$ cat src/rtl/mdu_seq_pkg.sv
// +----------------------------------------------------------------------+
// | mdu_seq_pkg : op/state encodings shared by the MDU sequencer. rev 1.0 |
// +----------------------------------------------------------------------+
`default_nettype none

package mdu_seq_pkg;

  localparam logic [1:0] MDU_MULT  = 2'b00;
  localparam logic [1:0] MDU_MULTU = 2'b01;
  localparam logic [1:0] MDU_DIV   = 2'b10;
  localparam logic [1:0] MDU_DIVU  = 2'b11;

  typedef logic [1:0] state_t;

  localparam state_t S_IDLE = 2'd0;
  localparam state_t S_MUL  = 2'd1;
  localparam state_t S_DIV  = 2'd2;
  localparam state_t S_DONE = 2'd3;

  localparam int DIV_STEPS = 32;
  localparam int CNT_W     = 5;

  function automatic logic op_is_div(input logic [1:0] op);
    return op[1];
  endfunction

  function automatic logic op_is_signed(input logic [1:0] op);
    return ~op[0];
  endfunction

endpackage

`default_nettype wire

$ cat src/rtl/mdu_seq_div_step_core.sv
// +----------------------------------------------------------------------+
// | div_step_core : one restoring-divide iteration on {rem,quo}. rev 1.0  |
// +----------------------------------------------------------------------+
`default_nettype none

module div_step_core
  import mdu_seq_pkg::*;
#(
  parameter int WIDTH = 32
) (
  input  logic [WIDTH-1:0] rem_in,
  input  logic [WIDTH-1:0] quo_in,
  input  logic [WIDTH-1:0] divisor,
  output logic [WIDTH-1:0] rem_out,
  output logic [WIDTH-1:0] quo_out
);

  logic [WIDTH:0] trial;
  logic [WIDTH:0] diff;

  // rem_in < divisor always holds, so diff[WIDTH] is a clean borrow flag
  always_comb begin
    trial = {rem_in, quo_in[WIDTH-1]};
    diff  = trial - {1'b0, divisor};
    if (!diff[WIDTH]) begin
      rem_out = diff[WIDTH-1:0];
      quo_out = {quo_in[WIDTH-2:0], 1'b1};
    end else begin
      rem_out = trial[WIDTH-1:0];
      quo_out = {quo_in[WIDTH-2:0], 1'b0};
    end
  end

endmodule

`default_nettype wire

$ cat src/rtl/mdu_seq.sv
// +----------------------------------------------------------------------+
// | mdu_seq : HI/LO multiply/divide sequencer with pipeline stall. rev 1.0|
// +----------------------------------------------------------------------+
`default_nettype none

module mdu_seq
  import mdu_seq_pkg::*;
#(
  parameter int WIDTH      = 32,
  parameter int MUL_CYCLES = 2
) (
  input  logic             clk,
  input  logic             resetn,
  input  logic             startE,
  input  logic [1:0]       opE,
  input  logic [WIDTH-1:0] srcaE,
  input  logic [WIDTH-1:0] srcbE,
  input  logic             cancel,
  output logic             stallE,
  output logic             busy,
  output logic             hiwrite,
  output logic             lowrite,
  output logic [WIDTH-1:0] hiresult,
  output logic [WIDTH-1:0] loresult
);

  localparam logic [CNT_W-1:0] MUL_LAST = CNT_W'(MUL_CYCLES - 1);
  localparam logic [CNT_W-1:0] DIV_LAST = CNT_W'(DIV_STEPS - 1);

  state_t               state_q, state_d;
  logic [CNT_W-1:0]     cnt_q, cnt_d;
  logic [WIDTH-1:0]     rem_q, rem_d;
  logic [WIDTH-1:0]     quo_q, quo_d;
  logic [WIDTH-1:0]     dvs_q, dvs_d;
  logic [WIDTH-1:0]     hi_q, hi_d;
  logic [WIDTH-1:0]     lo_q, lo_d;
  logic                 qneg_q, qneg_d;
  logic                 rneg_q, rneg_d;
  logic [2*WIDTH-1:0]   prod_q, prod_d;

  logic                 start;
  logic                 div_zero;
  logic                 a_neg, b_neg;
  logic [WIDTH-1:0]     a_mag, b_mag;
  logic [2*WIDTH-1:0]   a_ext, b_ext;
  logic [WIDTH-1:0]     step_rem, step_quo;
  logic [WIDTH-1:0]     fix_rem, fix_quo;

  assign start    = startE & ~cancel;
  assign div_zero = op_is_div(opE) & (srcbE == '0);
  assign a_neg    = op_is_signed(opE) & srcaE[WIDTH-1];
  assign b_neg    = op_is_signed(opE) & srcbE[WIDTH-1];
  assign a_mag    = a_neg ? -srcaE : srcaE;
  assign b_mag    = b_neg ? -srcbE : srcbE;
  // Sign extension to 2*WIDTH makes one modular multiply serve MULT and MULTU
  assign a_ext    = {{WIDTH{a_neg}}, srcaE};
  assign b_ext    = {{WIDTH{b_neg}}, srcbE};

  div_step_core #(
    .WIDTH (WIDTH)
  ) u_div_step (
    .rem_in  (rem_q),
    .quo_in  (quo_q),
    .divisor (dvs_q),
    .rem_out (step_rem),
    .quo_out (step_quo)
  );

  assign fix_quo = qneg_q ? -step_quo : step_quo;
  assign fix_rem = rneg_q ? -step_rem : step_rem;

  always_ff @(posedge clk) begin
    if (!resetn) begin
      state_q <= S_IDLE;
      cnt_q   <= '0;
      rem_q   <= '0;
      quo_q   <= '0;
      dvs_q   <= '0;
      hi_q    <= '0;
      lo_q    <= '0;
      qneg_q  <= 1'b0;
      rneg_q  <= 1'b0;
      prod_q  <= '0;
    end else begin
      state_q <= state_d;
      cnt_q   <= cnt_d;
      rem_q   <= rem_d;
      quo_q   <= quo_d;
      dvs_q   <= dvs_d;
      hi_q    <= hi_d;
      lo_q    <= lo_d;
      qneg_q  <= qneg_d;
      rneg_q  <= rneg_d;
      prod_q  <= prod_d;
    end
  end

  always_comb begin
    state_d = state_q;
    case (state_q)
      S_IDLE: begin
        if (start) begin
          if (!op_is_div(opE)) state_d = S_MUL;
          else if (div_zero)   state_d = S_DONE;
          else                 state_d = S_DIV;
        end
      end
      S_MUL:   if (cnt_q == MUL_LAST) state_d = S_DONE;
      S_DIV:   if (cnt_q == DIV_LAST) state_d = S_DONE;
      S_DONE:  state_d = S_IDLE;
      default: state_d = S_IDLE;
    endcase
    if (cancel) state_d = S_IDLE;
  end

  always_comb begin
    cnt_d  = cnt_q;
    rem_d  = rem_q;
    quo_d  = quo_q;
    dvs_d  = dvs_q;
    hi_d   = hi_q;
    lo_d   = lo_q;
    qneg_d = qneg_q;
    rneg_d = rneg_q;
    prod_d = prod_q;
    case (state_q)
      S_IDLE: begin
        if (start) begin
          cnt_d  = '0;
          prod_d = a_ext * b_ext;
          rem_d  = '0;
          quo_d  = a_mag;
          dvs_d  = b_mag;
          qneg_d = a_neg ^ b_neg;
          rneg_d = a_neg;
          if (div_zero) begin
            hi_d = srcaE;
            lo_d = '1;
          end
        end
      end
      S_MUL: begin
        cnt_d = cnt_q + 1'b1;
        if (cnt_q == MUL_LAST) begin
          cnt_d = '0;
          hi_d  = prod_q[2*WIDTH-1:WIDTH];
          lo_d  = prod_q[WIDTH-1:0];
        end
      end
      S_DIV: begin
        cnt_d = cnt_q + 1'b1;
        rem_d = step_rem;
        quo_d = step_quo;
        if (cnt_q == DIV_LAST) begin
          cnt_d = '0;
          hi_d  = fix_rem;
          lo_d  = fix_quo;
        end
      end
      default: ;
    endcase
    if (cancel) cnt_d = '0;
  end

  always_comb begin
    stallE  = ~cancel & (((state_q == S_IDLE) & startE) |
                         (state_q == S_MUL) | (state_q == S_DIV));
    busy    = (state_q != S_IDLE);
    hiwrite = (state_q == S_DONE) & ~cancel;
    lowrite = (state_q == S_DONE) & ~cancel;
  end

  assign hiresult = hi_q;
  assign loresult = lo_q;

endmodule

`default_nettype wire

$ cat config.mk
export PLATFORM = sky130hd
export DESIGN_NAME = mdu_seq
export DESIGN_NICKNAME = d
export VERILOG_FILES = /design/src/rtl/mdu_seq_pkg.sv /design/src/rtl/mdu_seq_div_step_core.sv /design/src/rtl/mdu_seq.sv
export SDC_FILE = /design/constraint.sdc
export NUM_CORES = 2
export LEC_CHECK = 0
export ABC_AREA = 1
export CORE_ASPECT_RATIO = 1.2
export CORE_UTILIZATION = 45
export DETAILED_ROUTE_END_ITERATION = 8
export DONT_BUFFER_PORTS = 1
export PLACE_DENSITY = 0.6
export SLEW_MARGIN = 30
export SYNTH_ARGS = -nofsm -noshare
export SYNTH_HDL_FRONTEND = slang
export SYNTH_SLANG_ARGS = --single-unit
$ cat constraint.sdc
create_clock -name clk -period 15 [get_ports clk]
set_input_delay 4.5 -clock clk [delete_from_list [all_inputs] [get_ports clk]]
set_output_delay 4.5 -clock clk [all_outputs]
set_load 0.03 [all_outputs]
# Yosys cells after proc, flatten, opt, wreduce, memory -nomap -nowiden
# Index checks and enable logic that the tools add are counted.
# totals
latch_bits,0
mem_count,0
wordCells,80
ram_bits,0
mem_bits_ro,0
reg_bits,233
# op_classes
n_mux,30
bitwise_logic,13
n_shift,0
multipliers,1
n_addsub,6
reduce_logical,11
eq_ne,9
magnitude_cmp,0
n_div,0
# op_table
op,count
2-to-1 mux 32 bit,15
one-hot mux 32 bit (3 select lines),2
negator 32 bit,4
one-hot mux 32 bit (2 select lines),2
multiplier 33 x 33 -> 64 bit,1
subtractor 33 x 32 -> 33 bit,1
logical NOT 32 bit,1
2-to-1 mux 5 bit,3
one-hot mux 5 bit (3 select lines),1
2-to-1 mux 2 bit,4
"!= test 2 bit, second input constant",4
one-hot mux 2 bit (4 select lines),1
bitwise AND 1 bit,7
AND reduction 2 bit,3
"adder 5 x 1 -> 5 bit, second input constant",1
"equality test 5 x 1 -> 1 bit, second input constant",1
"equality test 5 bit, second input constant",1
AND reduction 5 bit,1
"equality test 2 bit, second input constant",2
nonzero test 2 bit,2
NOT 1 bit,3
AND reduction 3 bit,1
nonzero test 3 bit,1
"equality test 2 x 1 -> 1 bit, second input constant",1
other kinds (5),7

# Logic depth before layout (Yosys ltp)
# depth
depth_word,6
depth_mapped,40
depth_no_buf,38

# Cells and area by module
# A second synthesis with hierarchy kept.
# hier_totals
hier_cells,8013
area_unflattened_um2,56838.3
# by_module_without_submodules
mod,area_each_um2,n_inst,cells_each,seq_area_each_um2
mdu_seq,53455.0,1,7302,4664.5
div_step_core,3383.2,1,711,0.0

# Least setup slack after synthesis
# OpenSTA, ideal clock, no wires.
# synth_timing
path_kind,input -> register
from,input srcaE[31]
to,register prod_q[59]
slack_ps,3221
t_required_ps,14883
t_arrival_ps,11662
path_buffers,2
setup_ps,117
cell_stages,25
path_cell_list,clkbuf_1 clkbuf_1 nand2_1 nor2_1 fa_1 fa_1 fa_1 inv_1 fa_1 inv_1 fa_1 fa_1 inv_1 fa_1 inv_1 fa_1 ha_1 a21oi_1 a21boi_0 o221ai_1 a21o_1 a21oi_1 nor2_1 o221ai_1 inv_1
# synth_between
elab_chain_len,2
# synth_lines
element,line,rtl
start: declaration,mdu_seq.sv:16,"input logic [WIDTH-1:0] srcaE,"
bitwise AND 1 bit,mdu_seq.sv:51,assign a_neg = op_is_signed(opE) & srcaE[WIDTH-1];
multiplier 33 x 33 -> 64 bit *,mdu_seq.sv:130,prod_d = a_ext * b_ext;
end signal: assignment,mdu_seq.sv:94,prod_q <= prod_d;
end: declaration,mdu_seq.sv:39,"logic [2*WIDTH-1:0] prod_q, prod_d;"
# Mark *: on every way between the ends. The rest lies on a longest branch, timed or not.
# A chain may end at the register's enable or synchronous reset.

# Final worst setup path
# layout_timing
from,input srcaE[31]
to,register prod_q[63]
# Same word-level chain as after synthesis.

==> results.ini <==
[run_status]
status=finished, final reports clean

[timing]
rsz0062_at_grt=false
post-route-min-period_ns=11.56
setup_ws_ns=3.44
slew_headroom=0.333
timing.final.crit_share=0.771
fin_skew_ns=0.0137
timing.setup.tns_ns=0
worst_pin_slew_ns=0.999
setup_viol=0
max_freq_mhz=86.5
hold_viol=0
finalMaxSlewViolations=0

[die]
num_rows=139
start_util=0.456
die_w_um=321
core_area_um2=120000
ios=138
die_h_um=384
die_area_um2=123000

[yosys]
synth_largest_area_cell=fa_1
synthesis.nets=8814
synth_edf_count=0
ys_seq_area_frac=0.0851
synth_flop_cell=dfxtp_1
netlist_area_um2=54800
syn_inst=7361
yosysWarnings=0
synth_top_area_share=0.411
async_flop_share=0
yosys-top-cells-area=fa_1, inv_1, nand2_1
synth-seq-cells=233
ys_types=57
syn_area_per_cell_um2=7.45

[layout]
multi_input_area_um2=41500
fin_nets=8468
fillers=12200
fin_util=0.469
drive_above_1_share=0.0243
final_area_um2=56300
register_area_um2=4660
area_delta_synth_final_pct=2.69

[placed_design]
dp_hpwl_mm=139
gp_congestion=0.960
port_buffers=0
place_area_um2=55500
place_ws_ns=2.87

[cts]
insertion_delay_ns=0.57
ctsRootBufferMaster=clkbuf_16
clk_pin_slew_ns=0.07
cts.path.max_buffers=3
cts_setup_buffers=0
cts_htree_levels=1
cts_inserted_buffers=24
cts_num_sinks=233
cts_resized=0
holdBufCountCts=0
cts_tree=done

[global_route]
grt_remaining_overflow=0
grt_use_total=0.303
grt_pass1_vias=48200
grt_pass1_wl_mm=284
antenna_found_initial=3
grt_max_degree=79

[drt]
initialDrtViolationCount=3269
routedWlPerCell_um=21.2
num_vias=46000
firstDrtPassIters=5
routed_via_density=5.31
ant_nets=0
drcViolationCount=0
wl_mm=183

[run]
drv_cap=0

[hold_path]
holdCritPathClass=flip-flop to flip-flop

[worst_setup_path]
crit_type=input port to flip-flop
worstPathRequired_ns=15.42
end_kind=flip-flop
reg2reg_slack_ns=9.32
cp.arrival_ns=11.98
critical-path-slowest-cell=fa_1
crit_fanout=33
startpoint_type=input port
crit_chain=nand2_1 -> nor2_1 -> fa_1 -> fa_1 -> fa_2 -> inv_1 -> fa_1 -> inv_1 -> fa_1 -> fa_1 -> inv_1 -> fa_1 -> inv_1 -> fa_1 -> ha_1 -> a21oi_1 -> a21boi_0 -> o221ai_1 -> a21o_1 -> a31oi_1 -> xor2_1 -> a21oi_1
critPathMaxStageDelay_ns=1.08
worst-path-buf-inv=4
path_delay_family=adder cells
cpMostUsedCell=fa_1

synthesized netlist by cell type, types with 40 or more instances:
| master | count |
|---|---|
| nor3_1 | 44 |
| fa_1 | 1126 |
| xor2_1 | 70 |
| buf_1 | 93 |
| o21ai_0 | 195 |
| nand2_1 | 1869 |
| xnor2_1 | 48 |
| a21oi_1 | 320 |
| dfxtp_1 | 233 |
| nor2_1 | 399 |
| nand3_1 | 168 |
| ha_1 | 257 |
| clkbuf_1 | 274 |
| inv_1 | 1882 |
| nand2_2 | 40 |
layout by cell type, fill, tap and decap left out, types with 31 or more instances in the layout:
cell type     n
inv_1      1879
nand2_1    1869
fa_1       1125
nor2_1      394
a21oi_1     320
ha_1        255
dfxtp_1     233
o21ai_0     194
nand3_1     168
xor2_1       70
xnor2_1      48
nor3_1       44
nand2_2      40
o221ai_1     35
o211ai_1     35
nand4_1      31
worst reg2reg max path, cell delays in order, from the launching register on:
cell,delay [ns]
dfxtp_1,0.32
inv_1,0.06
ha_1,0.14
inv_1,0.13
fa_1,0.50
nand2_1,0.12
nand2_1,0.10
nand3_1,0.12
nand2_2,0.11
nand2_2,0.10
nand2_2,0.07
nand2_4,0.10
nand3_2,0.28
nand2_4,0.54
ha_1,0.31
nand2_1,0.10
nor3_2,0.18
nand2_1,0.12
nor3_1,0.41
nand2_1,0.23
or4_1,0.48
nand2_1,0.12
o21ai_1,0.13
inv_1,0.14
o21ai_0,0.22
nor3_1,0.25
nor3_1,0.07
a21oi_1,0.15
cell type report:
cell class                 count  share of cell area
timing repair buffer          20             0.00267
clock inverter                12             0.00262
multi-input combinational   4847               0.738
antenna                        2           0.0000889
inverter                    1889               0.126
tap                         1621              0.0360
sequential                   233              0.0828
clock buffer                  31              0.0120
kinds of logic (layout without fill, tap and decap cells):
kind of cell	Yosys count	after routing	share of synthesized area
AOI/OAI and AO/OA	709	709	0.0737
xor gates and xnor gates	118	118	0.0188
adders and majority gates	1383	1383	0.470
buffers and inverters	2281	1952	0.158
DFF	233	233	0.0851
other	0	2	0
and+or+nand+nor	2637	2637	0.195
final timing paths:
check,start,endpoint,cells after the start
max,srcaE[31],prod_q[63]$_SDFFE_PN0P_,22
min,prod_q[0]$_SDFFE_PN0P_,prod_q[0]$_SDFFE_PN0P_,2
max reg2reg,quo_q[31]$_SDFFE_PN0P_,loresult[28]$_SDFFE_PN0P_,27
min reg2reg,prod_q[0]$_SDFFE_PN0P_,prod_q[0]$_SDFFE_PN0P_,2
routing by layer:
metal,track usage,vias up,share of wire
met2,0.529,1755,0.49
met4,0.149,2,0.055
li1,-,20700,-
met3,0.0459,439,0.074
met1,0.364,23100,0.38
met5,0,-,0.000093
metrics by stage:
step	std cells	hold slack [ns]
after floorplan	7361	0.445
after global placement	8610	0.455
after detailed placement	8610	0.465
after CTS	8653	0.476
after global routing	8653	0.504
final	8655	0.478
flip-flops by register name, indices dropped and copies added, names as in the netlist:
register  cells
rem_q        32
state_q       2
quo_q        32
rneg_q        1
prod_q       64
loresult     32
dvs_q        32
cnt_q         5
qneg_q        1
hiresult     32
Power is left out: the tool's default activity adds up to more than one toggle a clock period on the data nets, which glitch-free logic cannot reach.
